===== config.mk =====
export PLATFORM = sky130hd
export DESIGN_NAME = multicycle_control_unit_flat
export DESIGN_NICKNAME = d
export VERILOG_FILES = /design/src/rtl/multicycle_control_unit_if.sv /design/src/rtl/multicycle_control_unit.sv /design/src/flat_wrapper.sv
export SDC_FILE = /design/constraint.sdc
export NUM_CORES = 1
export LEC_CHECK = 0
export BUFFER_PORTS_ARGS = -buffer_cell sky130_fd_sc_hd__buf_2
export CORE_MARGIN = 10
export CORE_UTILIZATION = 45
export CTS_CLUSTER_DIAMETER = 100
export DETAILED_ROUTE_END_ITERATION = 7
export GPL_ROUTABILITY_DRIVEN = 0
export PLACE_DENSITY = 0.8
export SLEW_MARGIN = 20
export SYNTH_ARGS = -nofsm -noshare
export SYNTH_HDL_FRONTEND = slang
export SYNTH_SLANG_ARGS = --single-unit

===== constraint.sdc =====
create_clock -name clk -period 2.53 [get_ports clk]
set_input_delay 0.1265 -clock clk [delete_from_list [all_inputs] [get_ports clk]]
set_output_delay 0.1265 -clock clk [all_outputs]
set_load 0.1 [all_outputs]

===== src/rtl/multicycle_control_unit_if.sv =====
// Control-to-datapath bundle: decoded opcode and memory ready handshakes in,
// datapath strobes out.
interface multicycle_control_unit_if;
   logic [3:0] opcode;
   logic       imem_ready;
   logic       dmem_ready;
   logic       ir_load;
   logic       pc_write;
   logic       jump;
   logic       beq;
   logic       bne;
   logic       mem_read;
   logic       mem_write;
   logic       alu_src;
   logic       reg_dst;
   logic       mem_to_reg;
   logic       reg_write;
   logic [2:0] alu_op;

   modport master (
      input  opcode, imem_ready, dmem_ready,
      output ir_load, pc_write, jump, beq, bne,
      output mem_read, mem_write, alu_src, reg_dst,
      output mem_to_reg, reg_write, alu_op
   );

   modport slave (
      output opcode, imem_ready, dmem_ready,
      input  ir_load, pc_write, jump, beq, bne,
      input  mem_read, mem_write, alu_src, reg_dst,
      input  mem_to_reg, reg_write, alu_op
   );
endinterface


===== src/rtl/multicycle_control_unit.sv =====
// Multi-cycle sequencer for the 16-bit RISC datapath: fetch/decode/exec/
// mem/wb stepping with ready timeouts, sticky faults and a retire counter.
module multicycle_control_unit #(
   parameter int CNT_W   = 16,
   parameter int TIMEOUT = 15
) (
   input  logic                      clk,
   input  logic                      rst_n,
   input  logic                      run,
   multicycle_control_unit_if.master bus,
   output logic [2:0]                state,
   output logic                      halted,
   output logic                      illegal,
   output logic                      timeout_err,
   output logic [CNT_W-1:0]          instret
);

   typedef enum logic [2:0] {
      IDLE   = 3'd0,
      FETCH  = 3'd1,
      DECODE = 3'd2,
      EXEC   = 3'd3,
      MEM    = 3'd4,
      WB     = 3'd5,
      HALT   = 3'd7
   } state_t;

   localparam logic [3:0] OP_LD  = 4'h0;
   localparam logic [3:0] OP_ST  = 4'h1;
   localparam logic [3:0] OP_ADD = 4'h2;
   localparam logic [3:0] OP_SUB = 4'h3;
   localparam logic [3:0] OP_INV = 4'h4;
   localparam logic [3:0] OP_LSL = 4'h5;
   localparam logic [3:0] OP_LSR = 4'h6;
   localparam logic [3:0] OP_AND = 4'h7;
   localparam logic [3:0] OP_OR  = 4'h8;
   localparam logic [3:0] OP_SLT = 4'h9;
   localparam logic [3:0] OP_BEQ = 4'hB;
   localparam logic [3:0] OP_BNE = 4'hC;
   localparam logic [3:0] OP_JMP = 4'hD;

   localparam logic [7:0]       WAIT_LAST = 8'(TIMEOUT - 1);
   localparam logic [CNT_W-1:0] CNT_ONE   = CNT_W'(1);

   state_t           state_q;
   state_t           state_d;
   logic [7:0]       wait_q;
   logic [3:0]       dec_q;
   logic [CNT_W-1:0] cnt_q;
   logic             ill_q;
   logic             tmo_q;

   logic is_ld, is_st, is_r;
   logic is_beq, is_bne, is_jmp;
   logic op_bad, wait_hit, in_instr;
   logic retire, set_ill, set_tmo;

   logic       ir_load, pc_write;
   logic       jump, beq, bne;
   logic       mem_read, mem_write, reg_write;
   logic       alu_src, reg_dst, mem_to_reg;
   logic [2:0] alu_op;

   assign is_ld    = dec_q == OP_LD;
   assign is_st    = dec_q == OP_ST;
   assign is_r     = dec_q inside {[OP_ADD:OP_SLT]};
   assign is_beq   = dec_q == OP_BEQ;
   assign is_bne   = dec_q == OP_BNE;
   assign is_jmp   = dec_q == OP_JMP;
   assign op_bad   = bus.opcode inside {4'hA, 4'hE, 4'hF};
   assign wait_hit = wait_q == WAIT_LAST;
   assign in_instr = state_q inside {EXEC, MEM, WB};

   // Static decode: held from EXEC until the instruction retires.
   always_comb begin
      alu_src    = 1'b0;
      reg_dst    = 1'b0;
      mem_to_reg = 1'b0;
      alu_op     = 3'b000;
      if (in_instr) begin
         alu_src    = is_ld | is_st;
         reg_dst    = is_r;
         mem_to_reg = is_ld;
         case (dec_q)
            OP_SUB, OP_BEQ, OP_BNE: alu_op = 3'b001;
            OP_INV:                 alu_op = 3'b010;
            OP_LSL:                 alu_op = 3'b011;
            OP_LSR:                 alu_op = 3'b100;
            OP_AND:                 alu_op = 3'b101;
            OP_OR:                  alu_op = 3'b110;
            OP_SLT:                 alu_op = 3'b111;
            default:                alu_op = 3'b000;
         endcase
      end
   end

   always_comb begin
      state_d   = state_q;
      retire    = 1'b0;
      set_ill   = 1'b0;
      set_tmo   = 1'b0;
      ir_load   = 1'b0;
      pc_write  = 1'b0;
      jump      = 1'b0;
      beq       = 1'b0;
      bne       = 1'b0;
      mem_read  = 1'b0;
      mem_write = 1'b0;
      reg_write = 1'b0;
      unique case (state_q)
         IDLE: begin
            if (run) state_d = FETCH;
         end
         FETCH: begin
            ir_load = 1'b1;
            if (bus.imem_ready) begin
               state_d = DECODE;
            end else if (wait_hit) begin
               state_d = HALT;
               set_tmo = 1'b1;
            end
         end
         DECODE: begin
            if (op_bad) begin
               state_d = HALT;
               set_ill = 1'b1;
            end else begin
               state_d = EXEC;
            end
         end
         EXEC: begin
            unique case (1'b1)
               is_r:           state_d = WB;
               is_ld | is_st:  state_d = MEM;
               default: begin
                  pc_write = 1'b1;
                  jump     = is_jmp;
                  beq      = is_beq;
                  bne      = is_bne;
                  retire   = 1'b1;
               end
            endcase
         end
         MEM: begin
            mem_read  = is_ld;
            mem_write = is_st;
            if (bus.dmem_ready) begin
               if (is_st) begin
                  pc_write = 1'b1;
                  retire   = 1'b1;
               end else begin
                  state_d = WB;
               end
            end else if (wait_hit) begin
               state_d = HALT;
               set_tmo = 1'b1;
            end
         end
         WB: begin
            reg_write = 1'b1;
            pc_write  = 1'b1;
            retire    = 1'b1;
         end
         HALT: begin
            state_d = HALT;
         end
         default: begin
            state_d = IDLE;
         end
      endcase
      // run only matters at an instruction boundary
      if (retire) state_d = run ? FETCH : IDLE;
   end

   always_ff @(posedge clk or negedge rst_n) begin
      if (!rst_n) begin
         state_q <= IDLE;
         wait_q  <= '0;
         dec_q   <= '0;
         cnt_q   <= '0;
         ill_q   <= 1'b0;
         tmo_q   <= 1'b0;
      end else begin
         state_q <= state_d;
         if (state_d != state_q) begin
            wait_q <= '0;
         end else if (state_q inside {FETCH, MEM}) begin
            wait_q <= wait_q + 8'd1;
         end
         if (state_q == DECODE) dec_q <= bus.opcode;
         if (retire) cnt_q <= cnt_q + CNT_ONE;
         if (set_ill) ill_q <= 1'b1;
         if (set_tmo) tmo_q <= 1'b1;
      end
   end

   assign bus.ir_load    = ir_load;
   assign bus.pc_write   = pc_write;
   assign bus.jump       = jump;
   assign bus.beq        = beq;
   assign bus.bne        = bne;
   assign bus.mem_read   = mem_read;
   assign bus.mem_write  = mem_write;
   assign bus.alu_src    = alu_src;
   assign bus.reg_dst    = reg_dst;
   assign bus.mem_to_reg = mem_to_reg;
   assign bus.reg_write  = reg_write;
   assign bus.alu_op     = alu_op;

   assign state       = state_q;
   assign halted      = state_q == HALT;
   assign illegal     = ill_q;
   assign timeout_err = tmo_q;
   assign instret     = cnt_q;

endmodule


===== src/flat_wrapper.sv =====
// flat-port wrapper written by rule: the top's interface ports become plain ports
module multicycle_control_unit_flat 
#(
   parameter int CNT_W   = 16,
   parameter int TIMEOUT = 15
)
  (clk, rst_n, run, state, halted, illegal, timeout_err, instret, bus_opcode, bus_imem_ready, bus_dmem_ready, bus_ir_load, bus_pc_write, bus_jump, bus_beq, bus_bne, bus_mem_read, bus_mem_write, bus_alu_src, bus_reg_dst, bus_mem_to_reg, bus_reg_write, bus_alu_op);
  multicycle_control_unit_if bus_i ();
  input  logic clk;
  input  logic rst_n;
  input  logic run;
  output logic [2:0] state;
  output logic halted;
  output logic illegal;
  output logic timeout_err;
  output logic [CNT_W-1:0] instret;
  input wire logic [$bits(bus_i.opcode)-1:0] bus_opcode;
  input wire logic [$bits(bus_i.imem_ready)-1:0] bus_imem_ready;
  input wire logic [$bits(bus_i.dmem_ready)-1:0] bus_dmem_ready;
  output wire logic [$bits(bus_i.ir_load)-1:0] bus_ir_load;
  output wire logic [$bits(bus_i.pc_write)-1:0] bus_pc_write;
  output wire logic [$bits(bus_i.jump)-1:0] bus_jump;
  output wire logic [$bits(bus_i.beq)-1:0] bus_beq;
  output wire logic [$bits(bus_i.bne)-1:0] bus_bne;
  output wire logic [$bits(bus_i.mem_read)-1:0] bus_mem_read;
  output wire logic [$bits(bus_i.mem_write)-1:0] bus_mem_write;
  output wire logic [$bits(bus_i.alu_src)-1:0] bus_alu_src;
  output wire logic [$bits(bus_i.reg_dst)-1:0] bus_reg_dst;
  output wire logic [$bits(bus_i.mem_to_reg)-1:0] bus_mem_to_reg;
  output wire logic [$bits(bus_i.reg_write)-1:0] bus_reg_write;
  output wire logic [$bits(bus_i.alu_op)-1:0] bus_alu_op;
  assign bus_i.opcode = bus_opcode;
  assign bus_i.imem_ready = bus_imem_ready;
  assign bus_i.dmem_ready = bus_dmem_ready;
  assign bus_ir_load = bus_i.ir_load;
  assign bus_pc_write = bus_i.pc_write;
  assign bus_jump = bus_i.jump;
  assign bus_beq = bus_i.beq;
  assign bus_bne = bus_i.bne;
  assign bus_mem_read = bus_i.mem_read;
  assign bus_mem_write = bus_i.mem_write;
  assign bus_alu_src = bus_i.alu_src;
  assign bus_reg_dst = bus_i.reg_dst;
  assign bus_mem_to_reg = bus_i.mem_to_reg;
  assign bus_reg_write = bus_i.reg_write;
  assign bus_alu_op = bus_i.alu_op;
  multicycle_control_unit #(.CNT_W(CNT_W), .TIMEOUT(TIMEOUT)) u_core (.clk(clk), .rst_n(rst_n), .run(run), .bus(bus_i), .state(state), .halted(halted), .illegal(illegal), .timeout_err(timeout_err), .instret(instret));
endmodule

; Yosys cells after proc, flatten, opt, wreduce, memory -nomap -nowiden
; Memory sizes are Yosys's and may differ from the RTL's.
; Cells that the tools add are included.
[totals]
register_bits = 33
latch_bits = 0
ram_bits = 0
mem_bits_ro = 48
inputBits = 9
mem_count = 1
[memory_table]
columns = name, words, width, rd, rd_ports_with_merged_regs, write_ports, line_no
row1 = (no name shown), 16, 3, 1, 0, 0, multicycle_control_unit.sv:84  ; case (dec_q)
[op_classes]
n_addsub = 2
mul = 0
n_div = 0
magnitude_cmp = 2
eq_ne = 15
shift = 0
mux = 36
bitwise = 1
n_reduce_logical = 8
[ops]
columns = op, n
row1 = 4-bit equality test (second input constant), 6
row2 = 3-bit two-way mux, 8
row3 = 1-bit two-way mux, 22
row4 = 3-bit one-hot mux with 7 select lines, 1
row5 = 16-bit by 1-bit adder with 16-bit output (second input constant), 1
row6 = 8-bit two-way mux, 2
row7 = 3-bit equality test (second input constant), 3
row8 = 8-bit by 1-bit adder with 8-bit output (second input constant), 1
row9 = 8-bit by 4-bit equality test with 1-bit output (second input constant), 1
row10 = 3-bit by 2-bit equality test with 1-bit output (second input constant), 2
row11 = 3-bit one-hot mux with 2 select lines, 1
row12 = 3-bit nonzero test, 2
row13 = 4-bit by 1-bit equality test with 1-bit output (second input constant), 1
row14 = 4-bit by 2-bit >= comparator with 1-bit output (second input constant), 1
row15 = 4-bit less-or-equal comparator (second input constant), 1
row16 = 4-bit zero test, 1
row17 = 2-bit nonzero test, 2
row18 = 3-bit by 1-bit equality test with 1-bit output (second input constant), 1
row19 = 3-bit zero test, 1
row20 = 3-bit != test, 1
row21 = 1-bit one-hot mux with 3 select lines, 1
row22 = 1-bit one-hot mux with 2 select lines, 1
row23 = 2-bit OR reduction, 1
row24 = 1-bit logical AND, 1
row25 = 1-bit bitwise OR, 1

; Longest topological paths before layout
[depth]
depth_word = 8
depth_mapped = 7

; Worst setup path after synthesis
; Ideal clock, no wire load.
[synth_path]
kind = register -> output
from = register u_core.state_q[1] (netlist: u_core.state[1])
to = output bus_alu_op[1]
arrival_ns = 3.774
t_required_ns = 2.404
path_slack_ns = -1.370
stages_incl_launch_ff = 5
path_cell_list = dfrtp_1 > buf_4 > clkbuf_1 > a21oi_1 > nor3_1
[synth_between]
elab_chain_len = 3
[synth_lines]
columns = element, line_no
row1 = start: declaration, multicycle_control_unit.sv:45  ; state_t state_q;
row2 = start signal: assignment, multicycle_control_unit.sv:184  ; state_q <= state_d;
row3 = 3-bit by 2-bit equality test with 1-bit output or 3-bit equality test (tied branches), multicycle_control_unit.sv:72  ; assign in_instr = state_q inside {EXEC, MEM, WB};
row4 = 3-bit nonzero test (*), multicycle_control_unit.sv:72
row5 = 3-bit two-way mux (*), multicycle_control_unit.sv:80  ; if (in_instr) begin
row6 = end: declaration, flat_wrapper.sv:31  ; output wire logic [$bits(bus_i.alu_op)-1:0] bus_alu_op;
; Every way passes the cells marked *; elsewhere a longest branch is shown, timed or not.

; Final worst setup path
[layout_path]
from = register u_core.state_q[0] (netlist: u_core.state[0])
to = output bus_alu_op[1]
; The elaborated chain is that of the path after synthesis.

==> qor.txt <==
# setup viols final: 0
Worst setup SP type: flip-flop
Post-DR wirelength/cell: 16.1 um
Final hold vios: 0
Share of the synthesized area in the top cell type: 40.8%
Starting Density: 46.5%
Post-CTS Repair Setup Buffers: 0
ANT nets after route: 0
I/O pins: 45
Root Driver: clkbuf_8
Worst-margin pin slew: 1.04 ns
CTS tree: built
Cell with the most instances after synthesis: dfrtp_1
Synth top cells by count: dfrtp_1 (33), nand2_1 (14), nor2_1 (14), xnor2_1 (14)
Final period utilization: 93.5%
CP max FO: 17
Endpoint class of the critical path: output pin
Initial antenna violation count: 0
First-pass GRT wire length: 8.36 mm
Die height: 87.1 um
Yosys reg bits: 33
Synth cell types: 50
Setup Total Neg Slack: 0 ns
Ys async rst share: 100%
DRC: 0
Port Buf Inserts: 44
Multi-input gate area: 0.00120 sq mm
Cell area after synthesis: 0.00202 sq mm
Relative max-transition margin: 30.6%
Layout filler cell count: 389
Primary FF master, synth: dfrtp_1
Sequential area share after synthesis: 40.8%
Clk_skew: 0.00991 ns
RSZ-0062 raised after global routing: false
Net count after synthesis: 219
Top cells by area, synth: dfrtp_1 (41%), xnor2_1 (6.1%), xor2_1 (4.3%)
Storage element area: 832 sq um
Required time worst endpoint: 2.40 ns
Vias in the first global route: 1683
Iter 0 DRT Violations: 112
Number of H-tree levels: 2
Hold buffer count at cts: 1
Cells after synthesis: 207
Post-CTS sizing: 0
Final min period: 2.36 ns
Clk slew on worst S/H paths: 0.07 ns
Die width: 87.1 um
Synth Area per Inst: 9.78 sq um
Area leader, netlist: dfrtp_1
Clock Sinks: 33
WL final: 4.89 mm
Clock Tree Buf Depth: 2
Final nets: 262
Max Cap Violations: 0
Crit Path Category: reg2out
Outcome: completed
Share of cells above drive strength 1: 31.9%
Die ar.: 0.00758 sq mm
Pre-antenna DRT Iters: 4
# diodes: 0
DR vias/cell: 5.52
Number of flops mapped to enable cells by yosys: 0
Worst skew pair latency: 0.29 ns
Placeable Area: 0.00435 sq mm
GRT Total Usage: 13.6%
Worst Path Arrival: 2.24 ns
Total congestion overflow: 0
Yosys warning count: 0
DPL Wire Length: 3.59 mm
DR vias: 1673
Row cnt: 24
Slew Viols, Final: 0
Maximum number of pins on one net before global-route repair: 34
Maximum clock rate: 0.423 GHz
Class of the worst hold path: in2reg
Total CTS buffers: 5
Layout area overhead: 22.1%
[worst max-delay path, cell delays in order, from the launching register on]
cell and delay (ns):
dfrtp_2 0.52, nor2b_1 0.20, a21oi_1 0.84, nor3_4 0.05, buf_2 0.33
[final timing paths]
path / slack (ns) / start / cells past startpoint / to
min reg2reg: 0.46 / u_core.illegal / 1 / u_core.illegal
min: 0.05 / bus_opcode[0] / 3 / u_core.dec_q[0]
max reg2reg: 0.34 / u_core.state[1] / 5 / u_core.wait_q[6]
min in group asynchronous: 0.44 / rst_n / 2 / u_core.wait_q[2]
max in group asynchronous: 1.54 / rst_n / 2 / u_core.state[1]
max: 0.17 / u_core.state[0] / 4 / bus_alu_op[1]
[cells in the final DEF, fill, tap and decap left out, types with 4 or more instances in the layout]
master,synthesis,layout
buf_2,1,44
dfrtp_1,33,30
xnor2_1,14,14
nand2_1,14,14
nor2_1,14,12
nand3_1,12,12
xor2_1,10,10
a211oi_1,9,9
and3_1,8,8
o21ai_0,8,8
a21oi_1,9,7
nor3_1,12,6
clkbuf_8,0,6
inv_1,6,4
nor3_4,0,4
[routing by layer]
layer | global-route usage, % | wire, um
met2 | 20.7 | 2320
met4 | 5.89 | 78
met5 | 0 | 0
met1 | 17.1 | 2160
met3 | 4.59 | 333
[cells by family (layout without fill, tap and decap cells)]
kind of cell,Yosys count,in the layout,share of synthesized area (%)
buffers and inverters,15,59,3.95
AO/OA/AOI/OAI,43,43,16.6
multiplexers,4,4,2.22
adder cells (fa/ha/maj),3,3,1.85
flip-flops,33,33,40.8
AND/OR/NAND/NOR,85,85,24.2
XOR/XNOR,24,24,10.4
[through the flow]
step                      instances  utilization, %  setup WS [ns]  hold slack (ns)  instance area (sq um)
after floorplan                 207               -         0.0163           -0.169                   2120
after global placement          294            53.9          0.453            0.232                   2350
after detailed placement        294            53.9          0.356            0.236                   2350
after CTS                       303            56.8          0.160           0.0426                   2470
after global routing            303            56.8         0.0191           0.0595                   2470
final                           303            56.8          0.165           0.0548                   2470
[cell type report]
type / instances / area share, %
tap: 52 / 2.63
clock buffer: 7 / 3.49
sequential: 33 / 33.7
clock inverter: 1 / 1.21
timing repair buffer: 45 / 9.31
inverter: 6 / 1.21
multi-input combinational: 159 / 48.5
[registers in the layout, indices dropped and copies added, names as in the netlist]
signal	count
u_core.dec_q	4
u_core.state	3
u_core.instret	16
u_core.wait_q	8
u_core.timeout_err	1
u_core.illegal	1
Power is not shown: default switching activity piles up to over one toggle a cycle in this logic, so the estimate is an artifact.
